## config.mk

```make
export PLATFORM = sky130hd
export DESIGN_NAME = adder_tree_operand_loader
export DESIGN_NICKNAME = d
export VERILOG_FILES = /design/src/rtl/adder_tree_operand_loader.sv
export SDC_FILE = /design/constraint.sdc
export NUM_CORES = 1
export LEC_CHECK = 0
export ABC_AREA = 0
export BUFFER_PORTS_ARGS = -buffer_cell sky130_fd_sc_hd__buf_2
export CORE_ASPECT_RATIO = 0.7
export CORE_MARGIN = 3
export CORE_UTILIZATION = 56
export DETAILED_ROUTE_END_ITERATION = 7
export MAX_ROUTING_LAYER = met4
export PLACE_DENSITY_LB_ADDON = 0.08
export SLEW_MARGIN = 0
export SYNTH_ARGS = -nofsm -noshare
export SYNTH_HDL_FRONTEND = slang
export SYNTH_SLANG_ARGS = --single-unit
```

## constraint.sdc

```tcl
create_clock -name clk -period 5.4 [get_ports clk]
set_clock_uncertainty 0.1 [all_clocks]
set_input_delay 0.54 -clock clk [delete_from_list [all_inputs] [get_ports clk]]
set_output_delay 0.54 -clock clk [all_outputs]
set_load 0.02 [all_outputs]
```

## src/rtl/adder_tree_operand_loader.sv

```systemverilog
// Serial-to-parallel operand loader feeding an 8-input registered adder tree.
// Optional frame/short-frame statistics counters when ADDER_LOADER_STATS_EN is defined.
module adder_tree_operand_loader #(
    parameter int WIDTH = 6,
    parameter int LANES = 8
) (
    input  logic                       clk,
    input  logic                       rst_n,
    input  logic                       s_valid,
    output logic                       s_ready,
    input  logic [WIDTH-1:0]           s_data,
    input  logic                       s_last,
    output logic                       out_valid,
    input  logic                       out_ready,
    output logic [LANES*WIDTH-1:0]     out_bus,
    output logic [$clog2(LANES+1)-1:0] out_cnt,
`ifdef ADDER_LOADER_STATS_EN
    output logic [15:0]                frame_cnt,
    output logic [15:0]                short_cnt,
`endif
    output logic                       out_short
);

    localparam int IDX_W = $clog2(LANES);
    localparam int CNT_W = $clog2(LANES + 1);
    localparam logic [IDX_W-1:0] LAST_IDX = IDX_W'(LANES - 1);

    typedef enum logic {
        FILL = 1'b0,
        FULL = 1'b1
    } state_t;

    state_t                   r_state;
    state_t                   w_state_next;
    logic [IDX_W-1:0]         r_idx;
    logic [WIDTH-1:0]         r_buf [LANES];
    logic [LANES*WIDTH-1:0]   w_buf_flat;
    logic [CNT_W-1:0]         r_cnt;
    logic                     r_short;
    logic                     r_out_valid;
    logic [LANES*WIDTH-1:0]   r_out_bus;
    logic [CNT_W-1:0]         r_out_cnt;
    logic                     r_out_short;

    logic w_accept;
    logic w_close;
    logic w_load;

    assign s_ready  = rst_n && (r_state == FILL);
    assign w_accept = s_valid && s_ready;
    assign w_close  = w_accept && (s_last || (r_idx == LAST_IDX));
    // The output slot is free when empty or being drained this same cycle.
    assign w_load   = (r_state == FULL) && (!r_out_valid || out_ready);

    always_ff @(posedge clk or negedge rst_n) begin
        if (!rst_n) begin
            r_state <= FILL;
        end else begin
            r_state <= w_state_next;
        end
    end

    always_comb begin
        w_state_next = r_state;
        case (r_state)
            FILL: begin
                if (w_close) begin
                    w_state_next = FULL;
                end
            end
            FULL: begin
                if (w_load) begin
                    w_state_next = FILL;
                end
            end
            default: w_state_next = FILL;
        endcase
    end

    always_ff @(posedge clk or negedge rst_n) begin
        if (!rst_n) begin
            r_idx   <= '0;
            r_cnt   <= '0;
            r_short <= 1'b0;
        end else if (w_load) begin
            r_idx <= '0;
        end else if (w_accept) begin
            if (w_close) begin
                r_cnt   <= CNT_W'(r_idx) + CNT_W'(1);
                r_short <= (r_idx != LAST_IDX);
            end
            r_idx <= r_idx + IDX_W'(1);
        end
    end

    // Lanes not written before an early s_last keep their cleared zero as padding.
    genvar gi;
    generate
        for (gi = 0; gi < LANES; gi++) begin : g_lane
            always_ff @(posedge clk or negedge rst_n) begin
                if (!rst_n) begin
                    r_buf[gi] <= '0;
                end else if (w_load) begin
                    r_buf[gi] <= '0;
                end else if (w_accept && (r_idx == IDX_W'(gi))) begin
                    r_buf[gi] <= s_data;
                end
            end
            assign w_buf_flat[gi*WIDTH +: WIDTH] = r_buf[gi];
        end
    endgenerate

    always_ff @(posedge clk or negedge rst_n) begin
        if (!rst_n) begin
            r_out_valid <= 1'b0;
            r_out_bus   <= '0;
            r_out_cnt   <= '0;
            r_out_short <= 1'b0;
        end else if (w_load) begin
            r_out_valid <= 1'b1;
            r_out_bus   <= w_buf_flat;
            r_out_cnt   <= r_cnt;
            r_out_short <= r_short;
        end else if (r_out_valid && out_ready) begin
            r_out_valid <= 1'b0;
        end
    end

    assign out_valid = r_out_valid;
    assign out_bus   = r_out_bus;
    assign out_cnt   = r_out_cnt;
    assign out_short = r_out_short;

`ifdef ADDER_LOADER_STATS_EN
    logic [15:0] r_frame_cnt;
    logic [15:0] r_short_cnt;

    always_ff @(posedge clk or negedge rst_n) begin
        if (!rst_n) begin
            r_frame_cnt <= '0;
            r_short_cnt <= '0;
        end else if (w_load) begin
            if (r_frame_cnt != 16'hFFFF) begin
                r_frame_cnt <= r_frame_cnt + 16'd1;
            end
            if (r_short && (r_short_cnt != 16'hFFFF)) begin
                r_short_cnt <= r_short_cnt + 16'd1;
            end
        end
    end

    assign frame_cnt = r_frame_cnt;
    assign short_cnt = r_short_cnt;
`endif

endmodule
```

### Word-level counts from Yosys, hierarchy flattened

Cells that the tools add are included.

* shifts and indexed selects: 0
* equal/unequal tests: 8
* multipliers: 0
* reduce and logical (&&, ||, !) cells: 28
* add/subtract/negate cells: 2
* magnitude comparators: 0
* bitwise gates (word level): 2
* muxes and demuxes: 23
* div/mod/pow operators: 0

Operators by type and width (number)
* $mux 6: 16
* $reduce_bool 2->1: 10
* $logic_and 1x1->1: 13
* $eq 3x3->1 const B: 4
* $eq 3x2->1 const B: 2
* $mux 3: 2
* $add 3x1->4 const B: 1
* $mux 1: 4
* $add 3x1->3 const B: 1
* $eq 3x1->1 const B: 1
* $logic_not 3->1: 1
* $ne 3x3->1 const B: 1
* $reduce_and 3->1: 1
* $logic_or 1x1->1: 2
* $not 1->1: 2
* $pmux 1 s2: 1
* $logic_not 1->1: 1

* memory bits (writable): 0
* ROM bits: 0
* memories kept: 0
* register bits after elaboration: 111
* output and inout bits: 55
* bits in latches: 0
* bits of input ports: 11
* logic and storage cells: 79

### Logic depth before layout (Yosys ltp)

* depth in word-level cells: 6
* gate-level depth with buffers: 6
* mapped depth without buffers: 5

### Least setup slack after synthesis

No wires, ideal clock.

* path kind: register to register
* from: register r_idx[0]
* to: register r_cnt[0]
* period minus slack after synthesis: 1.798 ns
* required time: 5.175 ns
* library setup time: 0.125 ns
* stages on the path, launching flop included: 7
* arrival: 1.574 ns
* path buffers: 1
* path slack: 3.602 ns
* cells stage by stage: dfrtp_1 ha_1 ha_1 clkbuf_1 nor2_1 nor2_1 mux2_2

* word-level cells in the longest chain between the ends: 4
* elaborated cells between the ends (all ways): 5
* classes of those cells: 1 x add/sub; 1 x eq/ne; 3 x reduce/logical

RTL lines
* from (decl): line 35 `logic [IDX_W-1:0] r_idx;`
* from (signal assigned): line 92 `r_idx <= r_idx + IDX_W'(1);`
* $eq 3x3->1: line 51 `assign w_close = w_accept && (s_last || (r_idx == LAST_IDX));`
* $logic_or 1x1->1: line 51
* $logic_and 1x1->1: line 51
* $reduce_and 3->1 (no source line)
* to (signal assigned): line 89 `r_cnt <= CNT_W'(r_idx) + CNT_W'(1);`
* to (decl): line 38 `logic [CNT_W-1:0] r_cnt;`

Several ways; a longest one is shown, not always the timed one.
A chain may end at the register's enable or synchronous reset.

### Worst setup path in the final report

* from: register r_state
* to: register r_out_cnt[0], in the netlist out_cnt[0]

* word-level cells in the longest chain between the ends: 1

RTL lines
* from (decl): line 33 `state_t r_state;`
* from (signal assigned): line 59 `r_state <= w_state_next;`
* $logic_and 1x1->1: line 53 `assign w_load = (r_state == FULL) && (!r_out_valid || out_ready);`
* to (signal assigned): line 122 `r_out_cnt <= r_cnt;`
* to (decl): line 42 `logic [CNT_W-1:0] r_out_cnt;`

No other way between the ends.

==> results.cfg <==
[logic_synthesis]
yosys_warnings = 0
synth.cell_area_mm2 = 0.00462
ys_top_cells_by_area = dfrtp_1, mux2_2, mux2i_1
synth_top_family_by_area = multiplexers
synth_compound_area_share_pct = 8.15
muxShareOfSynthArea_pct = 18.9
synth.top_cell.area_share_pct = 60.1
synth_nets = 358
synthSimpleGateAreaFrac_pct = 7.99
yosysTopAreaCell = dfrtp_1
synth.avg_cell_area_um2 = 13.5
synth-seq-cells = 111
synthCells = 341
seq_area_frac_synth_pct = 60.1
ys_types = 35
synth-xor-area-share_pct = 0
synth_fa_ha_area_share_pct = 1.63

[setup_path]
path_cells = inv_1 > nor2_4 > buf_4 > mux2_2
critical_path_required_ns = 5.53
crit_arrival_ns = 2.88
endpoint_kind = flip-flop
max_stage_delay_ns = 0.62
r2r_cells = 4
start_kind = flip-flop
crit_path_top_delay_cell = nor2_4
path_delay_family = buffers and inverters
worst-path-buf-inv = 2
cp.depth = 4
cp_max_fo = 34
path_class = reg -> reg

[clock_tree]
cts_hold_buf = 0
clock_latency_ns = 0.34
clockBufferDepth = 2
clockRootBuffer = clkbuf_16
cts_tree = done
clkTransAtPathRegs_ns = 0.07
numCtsBuffers = 9
cts_sinks = 111
cts.repair.resized = 0
postCtsSetupBuffers = 0
cts_htree_levels = 3

[drt]
ant_nets = 0
num_vias = 2853
vias_per_cell = 5.65
post_drt_wl_per_cell_um = 17.8
drtPass1Iterations = 4
drtIter0Drc = 179
drc_errors = 0
drt-total-wl_um = 8980

[global_routing]
antenna_found_initial = 0
gr-total-overflow = 0
grt_use_total_pct = 21.5
grt_pass1_vias = 2822
grt_max_degree = 85
grt_pass1_wl_um = 14800

[finish]
area_growth_pct = 14.0
layout_common_cells = dfrtp_1, buf_2, mux2_2
layout-drive-gt1-share_pct = 37.4
fillers = 607
final_nets = 417
antenna_cells = 0
mostFrequentLayoutCell = dfrtp_1
stdcell_count = 505

[power]
max-vdd-ir-drop_v = 0.000288
leakage_nw = 2.84
p_total_w = 0.00242
p_per_area_mw_per_mm2 = 459

[placement]
port_buffers = 65
hpwl_um = 5910
gp_congestion = 0.800
place_ws_ns = 2.64
dp_cells = 490

[timing]
whs_ns = 0.0199
period_needed_ns = 2.75
fin_ws_ns = 2.65
finalSetupTns_ns = 0
finalMaxSlewViolations = 0
timing_hold_violations_final = 0
setup_viol = 0
max_slew_margin_pct = 30.8
final.period_utilization_pct = 51.0
fmax_mhz = 363
rsz0062_at_grt = no
tightest_slew_ns = 1.04

[run]
cap_violations = 0

[floorplanning]
die_w_um = 115
io_pins = 66
rows = 27
fp.coreArea_mm2 = 0.00794
die_y_um = 82.0
initial_utilization_pct = 58.2
dieArea_mm2 = 0.00939

[run_status]
status = finished, final reports clean

[hold_path]
hp-class = in -> async
sequential cells by signal, summed over array words and instances, names as in the netlist:
register,cells
r_state,1
r_cnt,4
out_valid,1
r_short,1
out_bus,48
r_idx,3
r_buf,48
out_short,1
out_cnt,4
worst reg2reg max path: stages, from the launching register on:
cell,delay (ns)
dfrtp_1,0.53
inv_1,0.49
nor2_4,0.63
buf_4,0.48
mux2_2,0.41
stage by stage:
| step | cell area, um2 | utilization, % |
|---|---|---|
| floorplan | 4620 | - |
| finish | 5270 | 66.4 |
| global placement | 4950 | 62.4 |
| CTS | 5270 | 66.4 |
| global route | 5270 | 66.4 |
| detailed placement | 4950 | 62.4 |
synthesized netlist by cell type, drive strengths merged:
master and n:
o22ai 1, and3b 1, and3 12, a21oi 16
nor4bb 1, o21ai 30, nand3 13, inv 4
nand2b 1, nand2 22, dfrtp 111, o31ai 2
nand3b 1, buf 13, nor2b 2, mux2i 24
o2bb2ai 1, a31o 12, mux2 56, clkbuf 6
nand4b 2, and4b 1, ha 6, nor2 3
cells by family (layout without fill, tap and decap cells):
| group | count (synthesis) | in the layout |
|---|---|---|
| compound gates | 62 | 62 |
| fa+ha+maj | 6 | 6 |
| buf+inv | 23 | 86 |
| flops | 111 | 111 |
| simple gates | 59 | 59 |
| mux | 80 | 80 |
cell type report:
class	count	area, um2	area share (%)
Timing Repair Buffer	67	343	6.51
Sequential cell	111	2780	52.7
Inverter	4	15.0	0.285
Tap cell	101	126	2.40
Clock inverter	3	67.6	1.28
Clock buffer	12	246	4.68
Multi-Input combinational cell	207	1690	32.1
report_power, final:
| group | switching, W | internal [W] | leakage (nW) | total [W] |
|---|---|---|---|---|
| logic | 0.000336 | 0.000242 | 1.20 | 0.000577 |
| registers | 0.000111 | 0.00103 | 1.50 | 0.00114 |
| clock network | 0.000283 | 0.000417 | 0.149 | 0.000700 |
| total | 0.000730 | 0.00169 | 2.84 | 0.00242 |
worst paths after layout:
check / startpoint / to / slack (ns)
worst max-delay path: r_state / out_cnt[0] / 2.65
worst min register to register: out_bus[31] / out_bus[31] / 0.39
max in group asynchronous: rst_n / out_bus[1] / 3.80
min in group clk: s_data[0] / r_buf[24] / 0.37
worst max register to register: r_state / out_cnt[0] / 2.65
worst min-delay path: rst_n / out_bus[46] / 0.02
layer usage:
layer	vias up	part of all wire, %	track usage (%)
met5	-	0	-
met2	69	44	29.6
met3	2	4.9	6.70
met4	0	0.29	3.91
met1	1441	51	31.6
li1	1341	-	-
Power figures use the tool's default switching activity.
